===== src/rtl/square_accum.sv =====
// Block accumulator: sums NSAMP upstream squares and holds the result until consumed.
// Build option: define SQUARE_ACCUM_SAT_EN to saturate acc on overflow instead of wrapping.
module square_accum #(
  parameter int unsigned NSAMP = 4,
  parameter int unsigned ACC_W = 12
) (
  input  logic             clk,
  input  logic             rst_n,
  input  logic [7:0]       square,
  input  logic             in_valid,
  output logic             in_ready,
  input  logic             clear,
  output logic [ACC_W-1:0] sum,
  output logic             ovf,
  output logic             out_valid,
  input  logic             out_ready
);

  localparam int unsigned CNT_W = $clog2(NSAMP) + 1;

  typedef enum logic {ACCUM, HOLD} state_t;

  state_t           state_q, state_d;
  logic [ACC_W-1:0] acc_q, acc_d;
  logic [ACC_W-1:0] sum_q, sum_d;
  logic [CNT_W-1:0] cnt_q, cnt_d;
  logic             oflag_q, oflag_d;
  logic             ovf_q, ovf_d;
  logic             live_q;
  logic [ACC_W:0]   add_full;
  logic [ACC_W-1:0] acc_next;
  logic             carry;
  logic             accept;

  always_comb begin
    add_full = {1'b0, acc_q} + (ACC_W+1)'(square);
    carry    = add_full[ACC_W];
`ifdef SQUARE_ACCUM_SAT_EN
    // Once saturated, the sticky flag pins acc at full scale for the rest of the block.
    acc_next = (oflag_q || carry) ? '1 : add_full[ACC_W-1:0];
`else
    acc_next = add_full[ACC_W-1:0];
`endif
  end

  always_comb begin
    in_ready  = live_q && (state_q == ACCUM);
    out_valid = (state_q == HOLD);
    accept    = in_valid && in_ready;
  end

  always_comb begin
    state_d = state_q;
    acc_d   = acc_q;
    cnt_d   = cnt_q;
    oflag_d = oflag_q;
    sum_d   = sum_q;
    ovf_d   = ovf_q;
    if (clear) begin
      state_d = ACCUM;
      acc_d   = '0;
      cnt_d   = '0;
      oflag_d = 1'b0;
    end else begin
      case (state_q)
        ACCUM: begin
          if (accept) begin
            acc_d   = acc_next;
            cnt_d   = cnt_q + 1'b1;
            oflag_d = oflag_q | carry;
            if (cnt_q == CNT_W'(NSAMP - 1)) begin
              sum_d   = acc_next;
              ovf_d   = oflag_q | carry;
              state_d = HOLD;
            end
          end
        end
        HOLD: begin
          if (out_ready) begin
            state_d = ACCUM;
            acc_d   = '0;
            cnt_d   = '0;
            oflag_d = 1'b0;
          end
        end
        default: state_d = ACCUM;
      endcase
    end
  end

  always_ff @(posedge clk or negedge rst_n) begin
    if (!rst_n) begin
      state_q <= ACCUM;
      acc_q   <= '0;
      cnt_q   <= '0;
      oflag_q <= 1'b0;
      sum_q   <= '0;
      ovf_q   <= 1'b0;
      live_q  <= 1'b0;
    end else begin
      state_q <= state_d;
      acc_q   <= acc_d;
      cnt_q   <= cnt_d;
      oflag_q <= oflag_d;
      sum_q   <= sum_d;
      ovf_q   <= ovf_d;
      live_q  <= 1'b1;
    end
  end

  assign sum = sum_q;
  assign ovf = ovf_q;

endmodule


===== config.mk =====
export PLATFORM = sky130hd
export DESIGN_NAME = square_accum
export DESIGN_NICKNAME = d
export VERILOG_FILES = /design/src/rtl/square_accum.sv
export SDC_FILE = /design/constraint.sdc
export NUM_CORES = 1
export LEC_CHECK = 0
export CORE_MARGIN = 2
export CORE_UTILIZATION = 52
export DETAILED_ROUTE_END_ITERATION = 10
export GPL_TIMING_DRIVEN = 0
export PLACE_DENSITY = 0.88
export SYNTH_ARGS = -nofsm -noshare
export SYNTH_HDL_FRONTEND = slang
export SYNTH_SLANG_ARGS = --single-unit

===== constraint.sdc =====
create_clock -name clk -period 3 [get_ports clk]
set_clock_uncertainty 0.15 [all_clocks]
set_input_delay 0.45 -clock clk [delete_from_list [all_inputs] [get_ports clk]]
set_output_delay 0.45 -clock clk [all_outputs]
set_load 0.05 [all_outputs]

==> run_results.csv <==
group,metric,value,unit
worst_setup_path,timing.critical_path.from_type,"input port",
logic_synthesis,synth.distinct_cells,40,
detailed_routing,routed_via_density,5.60,
clock_network,h-tree-depth,2,
clock_network,hold_buffers,0,
grt,grt_start_max_net_pins,32,
logic_synthesis,main_area_contributors_after_synthesis,"dfrtp_1, ha_1, nand2_1",
logic_synthesis,syn-instance-count,162,
worst_setup_path,ff2ff_setup_slack,0.71,ns
power_and_ir_drop,seq_power_share,49.7,%
placement,io_buffers,27,
worst_setup_path,regToRegStartpoint,"acc_q[0]$_DFFE_PN0P_",
detailed_routing,drt-initial-drc-count,40,
die,initial_core_util,54.8,%
clock_network,numCtsBuffers,5,
layout,finish.net_count,220,
grt,globalRouteTotalUtil,23.5,%
worst_setup_path,timing_worst_setup_path_type,"input port to flop",
worst_setup_path,worst_ep_required_time,3.13,ns
die,design.die.area,3680,um2
sta,totalNegativeSetupSlack,0,ns
clock_network,root_buffer,"clkbuf_4",
power_and_ir_drop,switching_power,0.275,mW
power_and_ir_drop,power_frac_comb,21.9,%
grt,global_route_wire_length_before_repair,6320,um
worst_setup_path,worst_path_max_fanout,8,
logic_synthesis,ys.flop_type,"dfrtp_1",
worst_setup_path,critPathArrivalTime,2.63,ns
logic_synthesis,syn-num-nets,186,
power_and_ir_drop,power.static_leakage,0.958,nW
layout,area_growth_syn_to_layout,22.5,%
placement,place_hpwl,2620,um
die,rows,20,
power_and_ir_drop,power.switching_fraction,30.5,%
logic_synthesis,syn-cell-area,1670,um2
logic_synthesis,synth-async-reset-ratio,100,%
detailed_routing,routed_length_per_instance,15.0,um
layout,diodes,0,
sta,maxSlewHeadroom,54.5,%
logic_synthesis,synth_top_area_cell,"dfrtp_1",
job,max_cap_viol_count,0,
power_and_ir_drop,ir_worst_vdd,0.000304,V
detailed_routing,drtPass1Iterations,4,
logic_synthesis,synth_enable_flop_cells,0,
power_and_ir_drop,power.internal,0.627,mW
worst_setup_path,r2r-end,"ovf$_DFFE_PN0P_",
clock_network,postCtsSetupBuffers,0,
clock_network,tritoncts,"yes",
placement,place_congestion,0.838,
outcome,violations,"negative hold slack",
hold_path,min_path_type,"input port to async pin",
sta,max_clock_freq,0.400,GHz
die,top_level_ports,28,
die,die_wd,60.7,um
clock_network,clockBufferDepth,2,
detailed_routing,routed_vias,1345,
clock_network,clkSinkCount,31,
power_and_ir_drop,post-layout-total-power,0.902,mW
die,dieHeight,60.7,um
sta,slew_violations,0,
clock_network,clk_latency,0.35,ns
detailed_routing,drc,0,
grt,grt_pass1_vias,1438,
outcome,run_status,"complete, but fails checks",
logic_synthesis,synth.top_cells.by_count,"dfrtp_1, nand2_1, ha_1",
grt,number_of_antenna_violations_at_the_first_check_in_global_routing,0,
sta,layout_worst_path_cycle_share,83.4,%
sta,fin_hold_ws,-0.0230,ns
sta,worst_pin_slew,0.683,ns
logic_synthesis,synthesis.area_per_instance,10.3,um2
clock_network,cts_repair_resize_count,0,
sta,unrepaired_setup_endpoints_after_global_routing,"false",
logic_synthesis,synth.yosys.seq_area_share,46.4,%
detailed_routing,detail_route.wirelength,3600,um
logic_synthesis,synth_largest_type_area_fraction,46.4,%
logic_synthesis,synth_seq_cells,31,
sta,finalCriticalPeriod,2.50,ns
worst_setup_path,path_depth_of_the_worst_reg2reg_path,8,
die,fp.coreArea,3050,um2
clock_network,clock_pin_slew_on_the_worst_setup_and_hold_paths,0.10,ns
grt,globalRouteOverflowTotal,0,
sta,finalHoldViolations,30,
power_and_ir_drop,power.clock.fraction,28.4,%
logic_synthesis,synth.most_common_cell,"dfrtp_1",
detailed_routing,antenna_left,0,
worst_setup_path,end_kind,"flop",
layout,final_layout_size_suffix_gt1_share,10.2,%
logic_synthesis,yosys_warnings,0,
power_and_ir_drop,power-per-cell-area,441,nW/um2
sta,finalSetupViolCount,0,
-- how the worst max path moves through the flow --
stage / from / cells after the start / end / slack [ns]
after CTS: square[0] / 9 / ovf$_DFFE_PN0P_ / 0.50
after global routing: square[0] / 9 / ovf$_DFFE_PN0P_ / 0.41
after global placement: square[0] / 9 / ovf$_DFFE_PN0P_ / 0.17
final: square[0] / 9 / ovf$_DFFE_PN0P_ / 0.50
after detailed placement: square[0] / 9 / ovf$_DFFE_PN0P_ / 0.15
after floorplan: square[0] / 8 / ovf$_DFFE_PN0P_ / 0.77
-- cell type report --
class | instances | area (um2)
tap | 44 | 55.1
timing repair buffer | 27 | 265
sequential | 31 | 776
clock buffer | 6 | 51.3
multi-input combinational | 123 | 857
buffer | 4 | 23.8
inverter | 4 | 15.0
clock inverter | 1 | 5.00
fill | 262 | 1000
-- logic make-up after synthesis --
group                      after synthesis  share of synthesized area, %
AOI/OAI and AO/OA                       46                          19.5
buffers and inverters                    8                          2.32
other                                    1                         0.224
xor gates and xnor gates                 8                          4.19
adders and majority gates               11                          8.68
and+or+nand+nor                         52                          15.3
muxes                                    5                          3.37
DFF                                     31                          46.4
-- per-layer routing --
| metal | share of wire [%] | GRT usage [%] |
|---|---|---|
| met5 | 0 | 0 |
| met4 | 1.5 | 9.01 |
| met3 | 5.5 | 7.25 |
| met2 | 48 | 39.3 |
| met1 | 45 | 28.6 |
-- sequential cells by signal, summed over array words and instances (netlist names) --
name	count
sum	12
live_q	1
cnt_q	3
acc_q	12
ovf	1
out_valid	1
oflag_q	1
-- metrics by stage --
step	instances	cell area, um2	setup WS (ns)	util, %
2_1_floorplan	162	1670	0.773	-
3_3_place_gp	233	2000	0.174	65.4
3_5_place_dp	233	2000	0.153	65.4
4_1_cts	240	2050	0.500	67.3
5_1_grt	240	2050	0.408	67.1
6_report	240	2050	0.498	67.1
-- cell usage in the layout (no fill, tap or decap), types with 6 or more instances in the layout --
cell,Yosys,routed
nand3_1,6,6
o21ai_0,7,7
o21ai_1,7,7
a21oi_1,7,7
ha_1,10,10
nand2_1,26,26
dfrtp_1,31,31
clkdlybuf4s50_1,0,26
nor2_1,6,6
-- worst max-delay path: stages --
cell and delay (ns):
clkdlybuf4s50_1 0.46, ha_1 0.19, inv_1 0.07, fa_1 0.39, nand2b_1 0.19, a21oi_2 0.17
o21ai_2 0.15, or3b_4 0.44, a21oi_2 0.12
-- power groups by stage --
stage | sequential [mW] | combinational, mW | clock, mW
finish | 0.448 | 0.197 | 0.257
global route | 0.450 | 0.219 | 0.278
CTS | 0.448 | 0.198 | 0.262
detailed placement | 0.456 | 0.196 | 0
global placement | 0.455 | 0.189 | 0
floorplan | 0.470 | 0.117 | 0
Note: power is estimated with default switching activity, not from simulation.
